File: src/rtl/riscv_mem_arbiter_rr_if.sv
`default_nettype none
// ============================================================================
//  Module      : riscv_mem_arbiter_rr_if
//  Description : Bus bundle for the N-port memory arbiter. Carries the
//                per-requester request/response strobes on one side and the
//                single memory request/response channel on the other.
//  Modports    : master - the arbiter (drives req_ready, resp_valid, mem_req_*)
//                slave  - the environment (requesters plus memory)
//  Signals     : req_valid/req_ready/req_rw [NUM_PORTS]
//                req_addr [NUM_PORTS*ADDR_BITS], port i at [i*ADDR_BITS +: ADDR_BITS]
//                resp_valid [NUM_PORTS]
//                mem_req_valid/ready/rw, mem_req_addr [ADDR_BITS],
//                mem_req_tag [TAG_BITS], mem_resp_valid, mem_resp_tag [TAG_BITS]
//  Revision    : 1.0 - initial release
// ============================================================================
`ifndef MEM_ADDR_BITS
`define MEM_ADDR_BITS 32
`endif
`ifndef MEM_TAG_BITS
`define MEM_TAG_BITS 4
`endif

interface riscv_mem_arbiter_rr_if #(
  parameter int NUM_PORTS = 2,
  parameter int ADDR_BITS = `MEM_ADDR_BITS,
  parameter int TAG_BITS  = `MEM_TAG_BITS
);
  logic [NUM_PORTS-1:0]           req_valid;
  logic [NUM_PORTS-1:0]           req_ready;
  logic [NUM_PORTS-1:0]           req_rw;
  logic [NUM_PORTS*ADDR_BITS-1:0] req_addr;
  logic [NUM_PORTS-1:0]           resp_valid;
  logic                           mem_req_valid;
  logic                           mem_req_ready;
  logic                           mem_req_rw;
  logic [ADDR_BITS-1:0]           mem_req_addr;
  logic [TAG_BITS-1:0]            mem_req_tag;
  logic                           mem_resp_valid;
  logic [TAG_BITS-1:0]            mem_resp_tag;

  modport master (
    input  req_valid, req_rw, req_addr, mem_req_ready, mem_resp_valid, mem_resp_tag,
    output req_ready, resp_valid, mem_req_valid, mem_req_rw, mem_req_addr, mem_req_tag
  );

  modport slave (
    output req_valid, req_rw, req_addr, mem_req_ready, mem_resp_valid, mem_resp_tag,
    input  req_ready, resp_valid, mem_req_valid, mem_req_rw, mem_req_addr, mem_req_tag
  );
endinterface

`default_nettype wire

File: src/rtl/riscv_mem_arbiter_rr.sv
`default_nettype none
// ============================================================================
//  Module      : riscv_mem_arbiter_rr
//  Description : N-port arbiter between cache/prefetch requesters and a single
//                memory channel. Fixed-priority or round-robin selection, grant
//                locked until the memory accepts, in-flight cap, tag-based
//                response routing with a sticky bad-tag flag.
//  Ports       : clk          - sole clock, rising edge
//                reset_n      - asynchronous active-low reset
//                bus          - request/response bundle (master modport)
//                outstanding  - registered in-flight request count
//                err_bad_tag  - sticky: out-of-range tag or response with
//                               nothing outstanding
//  Revision    : 1.0 - initial release
// ============================================================================
`ifndef MEM_ADDR_BITS
`define MEM_ADDR_BITS 32
`endif
`ifndef MEM_TAG_BITS
`define MEM_TAG_BITS 4
`endif

module riscv_mem_arbiter_rr #(
  parameter int NUM_PORTS       = 2,               // 2..8
  parameter int ADDR_BITS       = `MEM_ADDR_BITS,
  parameter int TAG_BITS        = `MEM_TAG_BITS,   // 2**TAG_BITS >= NUM_PORTS
  parameter int MAX_OUTSTANDING = 4,               // 1..15
  parameter bit RR_MODE         = 1'b1             // 0 = fixed, 1 = round-robin
) (
  input  wire logic                                 clk,
  input  wire logic                                 reset_n,
  riscv_mem_arbiter_rr_if.master                    bus,
  output logic [$clog2(MAX_OUTSTANDING+1)-1:0]      outstanding,
  output logic                                      err_bad_tag
);

  localparam int c_ptr_w = $clog2(NUM_PORTS);
  localparam int c_cnt_w = $clog2(MAX_OUTSTANDING + 1);
  localparam logic [c_cnt_w-1:0] c_max_out = c_cnt_w'(MAX_OUTSTANDING);
  localparam logic [c_ptr_w-1:0] c_last    = c_ptr_w'(NUM_PORTS - 1);

  typedef enum logic [0:0] {
    IDLE   = 1'b0,
    LOCKED = 1'b1
  } state_t;

  state_t               r_state;
  logic [c_ptr_w-1:0]   r_lock_port;
  logic [c_ptr_w-1:0]   r_rr_ptr;
  logic [c_cnt_w-1:0]   r_outstanding;
  logic                 r_err;

  logic                 w_full;
  logic                 w_pick_found;
  logic [c_ptr_w-1:0]   w_pick_port;
  logic [c_ptr_w-1:0]   w_gnt_port;
  logic                 w_gnt_req;
  logic                 w_gnt_act;
  logic                 w_accept;
  logic                 w_tag_ok;
  logic                 w_dec;
  logic                 w_bad;

  function automatic logic [c_ptr_w-1:0] wrap_idx(input int base, input int off);
    return c_ptr_w'((base + off) % NUM_PORTS);
  endfunction

  // Full is judged on the registered count only, so a response arriving
  // while full unblocks requests one cycle later.
  assign w_full = (r_outstanding == c_max_out);

  // Scan from the highest offset down so the nearest valid port (relative to
  // the search base) is the last one written and therefore wins.
  always_comb begin
    w_pick_found = 1'b0;
    w_pick_port  = '0;
    for (int i = NUM_PORTS - 1; i >= 0; i--) begin
      if (bus.req_valid[wrap_idx(RR_MODE ? int'(r_rr_ptr) : 0, i)]) begin
        w_pick_found = 1'b1;
        w_pick_port  = wrap_idx(RR_MODE ? int'(r_rr_ptr) : 0, i);
      end
    end
  end

  // While locked only the held port matters; other requesters are ignored.
  assign w_gnt_port = (r_state == LOCKED) ? r_lock_port : w_pick_port;
  assign w_gnt_req  = (r_state == LOCKED) ? bus.req_valid[r_lock_port] : w_pick_found;
  assign w_gnt_act  = w_gnt_req & ~w_full & reset_n;
  assign w_accept   = w_gnt_act & bus.mem_req_ready;

  assign bus.mem_req_valid = w_gnt_act;
  assign bus.mem_req_tag   = w_gnt_act ? TAG_BITS'(w_gnt_port) : '0;

  always_comb begin
    bus.req_ready    = '0;
    bus.mem_req_rw   = 1'b0;
    bus.mem_req_addr = '0;
    for (int i = 0; i < NUM_PORTS; i++) begin
      if (w_gnt_act && (w_gnt_port == c_ptr_w'(i))) begin
        bus.req_ready[i] = bus.mem_req_ready;
        bus.mem_req_rw   = bus.req_rw[i];
        bus.mem_req_addr = bus.req_addr[i*ADDR_BITS +: ADDR_BITS];
      end
    end
  end

  // Response routing: a tag beyond the port range strobes nobody.
  assign w_tag_ok = (int'(bus.mem_resp_tag) < NUM_PORTS);
  assign w_dec    = bus.mem_resp_valid & w_tag_ok & (r_outstanding != '0);
  assign w_bad    = bus.mem_resp_valid & (~w_tag_ok | (r_outstanding == '0));

  always_comb begin
    bus.resp_valid = '0;
    for (int t = 0; t < NUM_PORTS; t++) begin
      bus.resp_valid[t] = reset_n & bus.mem_resp_valid & (bus.mem_resp_tag == TAG_BITS'(t));
    end
  end

  always_ff @(posedge clk or negedge reset_n) begin
    if (!reset_n) begin
      r_state       <= IDLE;
      r_lock_port   <= '0;
      r_rr_ptr      <= '0;
      r_outstanding <= '0;
      r_err         <= 1'b0;
    end else begin
      // The pointer only advances on a real transfer, never on an abandoned lock.
      if (w_accept) begin
        r_rr_ptr <= (w_gnt_port == c_last) ? '0 : w_gnt_port + 1'b1;
      end

      case (r_state)
        IDLE: begin
          if (w_gnt_act && !bus.mem_req_ready) begin
            r_state     <= LOCKED;
            r_lock_port <= w_pick_port;
          end
        end
        LOCKED: begin
          if (w_accept || !bus.req_valid[r_lock_port]) begin
            r_state <= IDLE;
          end
        end
        default: r_state <= IDLE;
      endcase

      case ({w_accept, w_dec})
        2'b10:   r_outstanding <= r_outstanding + 1'b1;
        2'b01:   r_outstanding <= r_outstanding - 1'b1;
        default: r_outstanding <= r_outstanding;
      endcase

      if (w_bad) begin
        r_err <= 1'b1;
      end
    end
  end

  assign outstanding = r_outstanding;
  assign err_bad_tag = r_err;

endmodule

`default_nettype wire

File: src/flat_wrapper.sv
// flat-port wrapper written by rule: the top's interface ports become plain ports
module riscv_mem_arbiter_rr_flat 
#(
  parameter int NUM_PORTS       = 2,                      
  parameter int ADDR_BITS       = `MEM_ADDR_BITS,
  parameter int TAG_BITS        = `MEM_TAG_BITS,                              
  parameter int MAX_OUTSTANDING = 4,                       
  parameter bit RR_MODE         = 1'b1                                          
)
  (clk, reset_n, outstanding, err_bad_tag, bus_req_valid, bus_req_rw, bus_req_addr, bus_mem_req_ready, bus_mem_resp_valid, bus_mem_resp_tag, bus_req_ready, bus_resp_valid, bus_mem_req_valid, bus_mem_req_rw, bus_mem_req_addr, bus_mem_req_tag);
  riscv_mem_arbiter_rr_if #(.NUM_PORTS(NUM_PORTS), .ADDR_BITS(ADDR_BITS), .TAG_BITS(TAG_BITS)) bus_i ();
  input  wire logic clk;
  input  wire logic reset_n;
  output logic [$clog2(MAX_OUTSTANDING+1)-1:0] outstanding;
  output logic err_bad_tag;
  input wire logic [$bits(bus_i.req_valid)-1:0] bus_req_valid;
  input wire logic [$bits(bus_i.req_rw)-1:0] bus_req_rw;
  input wire logic [$bits(bus_i.req_addr)-1:0] bus_req_addr;
  input wire logic [$bits(bus_i.mem_req_ready)-1:0] bus_mem_req_ready;
  input wire logic [$bits(bus_i.mem_resp_valid)-1:0] bus_mem_resp_valid;
  input wire logic [$bits(bus_i.mem_resp_tag)-1:0] bus_mem_resp_tag;
  output wire logic [$bits(bus_i.req_ready)-1:0] bus_req_ready;
  output wire logic [$bits(bus_i.resp_valid)-1:0] bus_resp_valid;
  output wire logic [$bits(bus_i.mem_req_valid)-1:0] bus_mem_req_valid;
  output wire logic [$bits(bus_i.mem_req_rw)-1:0] bus_mem_req_rw;
  output wire logic [$bits(bus_i.mem_req_addr)-1:0] bus_mem_req_addr;
  output wire logic [$bits(bus_i.mem_req_tag)-1:0] bus_mem_req_tag;
  assign bus_i.req_valid = bus_req_valid;
  assign bus_i.req_rw = bus_req_rw;
  assign bus_i.req_addr = bus_req_addr;
  assign bus_i.mem_req_ready = bus_mem_req_ready;
  assign bus_i.mem_resp_valid = bus_mem_resp_valid;
  assign bus_i.mem_resp_tag = bus_mem_resp_tag;
  assign bus_req_ready = bus_i.req_ready;
  assign bus_resp_valid = bus_i.resp_valid;
  assign bus_mem_req_valid = bus_i.mem_req_valid;
  assign bus_mem_req_rw = bus_i.mem_req_rw;
  assign bus_mem_req_addr = bus_i.mem_req_addr;
  assign bus_mem_req_tag = bus_i.mem_req_tag;
  riscv_mem_arbiter_rr #(.NUM_PORTS(NUM_PORTS), .ADDR_BITS(ADDR_BITS), .TAG_BITS(TAG_BITS), .MAX_OUTSTANDING(MAX_OUTSTANDING), .RR_MODE(RR_MODE)) u_core (.clk(clk), .reset_n(reset_n), .bus(bus_i), .outstanding(outstanding), .err_bad_tag(err_bad_tag));
endmodule
File: config.mk
export PLATFORM = sky130hd
export DESIGN_NAME = riscv_mem_arbiter_rr_flat
export DESIGN_NICKNAME = d
export VERILOG_FILES = /design/src/rtl/riscv_mem_arbiter_rr_if.sv /design/src/rtl/riscv_mem_arbiter_rr.sv /design/src/flat_wrapper.sv
export SDC_FILE = /design/constraint.sdc
export NUM_CORES = 1
export LEC_CHECK = 0
export CORE_MARGIN = 2
export CORE_UTILIZATION = 26
export DETAILED_ROUTE_END_ITERATION = 12
export GPL_TIMING_DRIVEN = 0
export PLACE_DENSITY = 0.83
export SYNTH_ARGS = -nofsm -noshare
export SYNTH_HDL_FRONTEND = slang
export SYNTH_SLANG_ARGS = --single-unit
export TNS_END_PERCENT = 20
File: constraint.sdc
create_clock -name clk -period 3.1 [get_ports clk]
set_input_delay 0.62 -clock clk [delete_from_list [all_inputs] [get_ports clk]]
set_output_delay 0.62 -clock clk [all_outputs]
set_load 0.03 [all_outputs]
### Yosys cells after proc, flatten, opt, wreduce, memory -nomap -nowiden

Cells that the tools add are included.

* register bits: 7
* bits of input ports: 76
* word-level logic and storage cells: 66

* add/subtract/negate cells: 4
* order comparisons: 4
* eq/ne operators: 4
* muxes and demuxes: 24
* bitwise operators: 14
* reductions and logical operators: 11

Operator list (count)
* 32-bit two-way mux: 2
* 1-bit two-way mux: 20
* 1-bit bitwise AND: 9
* 1-bit by 2-bit less-than comparator with 1-bit output, second input constant: 3
* 3-bit one-hot mux with 2 select lines: 1
* 4-bit by 1-bit equality test with 1-bit output, second input constant: 1
* 4-bit zero test: 1
* 4-bit by 2-bit less-than comparator with 1-bit output, second input constant: 1
* 1-bit NOT: 4
* 3-bit by 1-bit adder with 3-bit output, second input constant: 1
* 3-bit equality test, second input constant: 1
* 1-bit logical AND: 3
* 3-bit zero test: 1
* 3-bit nonzero test: 1
* 3-bit by 1-bit subtractor with 3-bit output, second input constant: 1
* 1-bit adder, second input constant: 2
* 2-bit by 1-bit equality test with 1-bit output, second input constant: 1
* 2-bit equality test, second input constant: 1
* 1-bit zero test: 2
* 1-bit one-hot mux with 2 select lines: 1
* 2-bit AND reduction: 1
* 2-bit nonzero test: 1
* 1-bit logical OR: 1
* 1-bit bitwise OR: 1

### Longest topological paths before layout

* word-level depth: 12
* gate-level depth with buffers: 10

### Least setup slack after synthesis

OpenSTA, ideal clock, no wires.

* kind: input to output
* from: input port bus_req_valid[0]
* to: output port bus_mem_req_addr[23]
* arrival: 1.794 ns
* required time: 2.480 ns
* slack: 0.686 ns
* stages: 5
* path buffers: 1
* cell sequence: a21boi_1 > o22a_1 > nand3_2 > buf_2 > a21oi_1

* longest elaborated chain between the ends: 10
* elaborated cells on any way between the ends: 19
* classes of those cells: mux (14); bitwise (3); reduce/logical (2)

Ends and longest elaborated chain
* start: declaration: RTL line flat_wrapper.sv:16 `input wire logic [$bits(bus_i.req_valid)-1:0] bus_req_valid;`
* 1-bit two-way mux (4 in series): RTL line riscv_mem_arbiter_rr.sv:78 `if (bus.req_valid[wrap_idx(RR_MODE ? int'(r_rr_ptr) : 0, i)]) begin`
* 1-bit two-way mux: RTL line riscv_mem_arbiter_rr.sv:87 `assign w_gnt_req = (r_state == LOCKED) ? bus.req_valid[r_lock_port] : w_pick_found;`
* 1-bit bitwise AND (2 in series): RTL line riscv_mem_arbiter_rr.sv:88 `assign w_gnt_act = w_gnt_req & ~w_full & reset_n;`
* 1-bit logical AND: RTL line riscv_mem_arbiter_rr.sv:99 `if (w_gnt_act && (w_gnt_port == c_ptr_w'(i))) begin`
* 32-bit two-way mux: RTL line riscv_mem_arbiter_rr.sv:99
* 32-bit two-way mux (*): RTL line riscv_mem_arbiter_rr.sv:99
* end: declaration: RTL line flat_wrapper.sv:26 `output wire logic [$bits(bus_i.mem_req_addr)-1:0] bus_mem_req_addr;`

Every way passes the cells marked *; elsewhere a longest branch is shown, timed or not. The select of a mux whose other input is x is not followed.

### Worst setup path after layout

* from: input port bus_req_valid[0]
* to: output port bus_mem_req_addr[18]

Same word-level chain as after synthesis.

==> reports/metrics.yaml <==
ys_types: 33
grt_pass1_vias: 1462
power_leakage_uw: 0.00103
powerDensity_nw_per_um2: 545
ant_nets: 0
wl_per_cell_um: 11.9
clockBufferDepth: 2
ys_warn_count: 0
yosysTopAreaCell: "nand2_1"
cap_violations: 0
hold_depth: 1
slew_violations: 0
clock_latency_ns: 0.23
synth-adder-area-share_pct: 3.34
core-area_um2: 3630
initial_core_util_pct: 26.8
end_kind: "primary output"
grt-ovfl-total: 0
netlist_instances: 168
synth_top_area_share_pct: 26.2
synthTopCellsByArea: "nand2_1 (26%), a21oi_1 (18%), dfrtp_1 (18%)"
status: "completed"
wirelength_um: 4070
setup_viol: 0
vias: 1567
hold_path.startpoint: "u_core.err_bad_tag"
drt_first_pass_iters: 4
synth_edf_count: 0
ir_drop_mv: 0.423
fin_setup_tns_ns: 0
fillers: 362
synth_xor_area_share_pct: 2.70
relSlewSlack_pct: 60.5
gp_congestion: 0.847
synth_compound_area_share_pct: 26.1
dp_hpwl_um: 3240
drive_gt1_share_pct: 19.1
grt_max_degree: 15
io_buffers: 118
final_cells: 341
reg2reg_depth: 10
clk_pin_slew_ns: 0.04
grt_pass1_wl_um: 6430
avgSynthCellArea_um2: 5.80
drcViolationCount: 0
cp.arrival_ns: 2.44
synth_top_family_by_area: "simple AND/OR/NAND/NOR gates"
path_class: "in2out"
worstSetupStartpointType: "input pin"
hold_viol: 0
worst_pin_slew_ns: 0.592
cts_root_buf: "clkbuf_8"
yosys.area_share.simple_pct: 37.9
crit_start: "bus_req_valid[0]"
drt_iter0_drc: 69
finalCriticalPeriod_ns: 3.06
netlist_area_um2: 975
holdBufCountCts: 0
async_flop_share_pct: 100
die-area_um2: 4250
dieWidth_um: 65.2
post-route-period-util_pct: 98.6
path_max_fanout: 10
gr-usage-all-layers_pct: 18.4
cts_tree: "built"
max_freq_mhz: 327
die_height_um: 65.2
numCtsBuffers: 3
critical_path_required_ns: 2.48
vias_per_cell: 4.60
rows: 22
h-tree-depth: 1
rsz0062_at_grt: "yes"
hold_ws_ns: 0.466
area_growth_pct: 132
cts_num_sinks: 7
hold_path.class: "reg2reg"
antenna_found_initial: 0
yosysSeqAreaShare_pct: 18.0
reg2reg_from: "u_core.outstanding[0]"
fin_skew_ns: 0.000561
fin_nets: 372
synth_seq_cells: 7
synthFlopType: "dfrtp_1"
ioPinCount: 122
synth_mux_area_share_pct: 1.03
dp.cells: 336
diodes: 0
-- layout by cell type, fill, tap and decap left out, types with 2 or more instances in the layout --
master	Yosys	routed
dlygate4sd2_1	0	5
a31oi_1	2	2
buf_4	3	7
nor2_1	8	8
xor2_1	2	2
dfrtp_1	7	7
inv_1	6	6
nand2b_1	2	2
clkdlybuf4s50_1	0	80
nand2_1	68	68
clkdlybuf4s18_2	0	6
clkdlybuf4s15_2	0	11
conb_1	1	3
clkbuf_8	0	3
buf_6	0	3
a21oi_1	36	36
buf_2	11	17
-- what timing repair did --
item | 4_1_cts | 5_1_grt
gates resized for setup | 106 | 43
endpoints found under the setup margin | 37 | 36
setup buffers | 0 | 1
pin swaps | 0 | 1
-- power breakdown --
group	internal (uW)	leakage [uW]	total, uW	switching (uW)
Sequential	126	0.0000805	171	44.8
Combinational	387	0.000932	934	547
Clock	89.2	0.0000228	131	41.6
-- cells in the mapped netlist (2+ instances only) --
cell type,number
buf_4,3
a31oi_1,2
nor2_1,8
xor2_1,2
inv_1,6
a21oi_1,36
nand2_1,68
dfrtp_1,7
nand2b_1,2
buf_2,11
-- sequential cells by signal (all words and copies together) (netlist names) --
name                count
u_core.outstanding      3
u_core.r_rr_ptr         1
u_core.r_state          1
u_core.r_lock_port      1
u_core.err_bad_tag      1
-- worst paths after layout --
path                            slack, ns                    end
worst min-delay path                 0.47     u_core.err_bad_tag
worst max register to register       0.66  u_core.outstanding[2]
min in group asynchronous            0.50     u_core.r_lock_port
max in group asynchronous            2.21     u_core.err_bad_tag
worst max-delay path                 0.04   bus_mem_req_addr[18]
worst min register to register       0.47     u_core.err_bad_tag
-- kinds of logic after synthesis --
group,Yosys count
AND/OR/NAND/NOR,87
XOR/XNOR,3
multiplexers,1
buffers and inverters,21
AO/OA/AOI/OAI,46
flip-flops,7
other,1
adder cells (fa/ha/maj),2
-- metal layers --
layer  vias to the layer above  global-route usage (%)  share of wire [%]
met5                         -                       0                  0
met3                         7                    3.25                 10
li1                        796                       -                  -
met4                         0                    4.95                1.5
met1                       689                    22.0                 41
met2                        75                    33.5                 47
-- cell type report --
type	instances	area [um^2]	area share (%)
tap	48	60.1	2.65
buffer	14	106	4.69
multi-input combinational	142	724	32.0
timing repair buffer	119	1130	49.8
clock buffer	4	45.0	1.99
sequential	7	175	7.73
inverter	7	26.3	1.16
-- critical path: stages --
cell	delay (ns)
clkdlybuf4s50_1	0.54
nor2b_2	0.23
o21a_1	0.12
buf_2	0.18
clkbuf_4	0.22
nand2_1	0.06
a21oi_1	0.14
clkdlybuf4s18_2	0.31
-- metrics by stage --
step                util [%]  area (um^2)  setup WS, ns  total power, uW
floorplan                  -          982         0.686              728
global placement        61.2         2220        -0.440             1110
detailed placement      61.2         2220        -0.428             1120
CTS                     63.7         2320        -0.175             1240
global route            62.4         2270       -0.0608             1320
finish                  62.4         2270        0.0449             1240
Power figures use the tool's default switching activity.
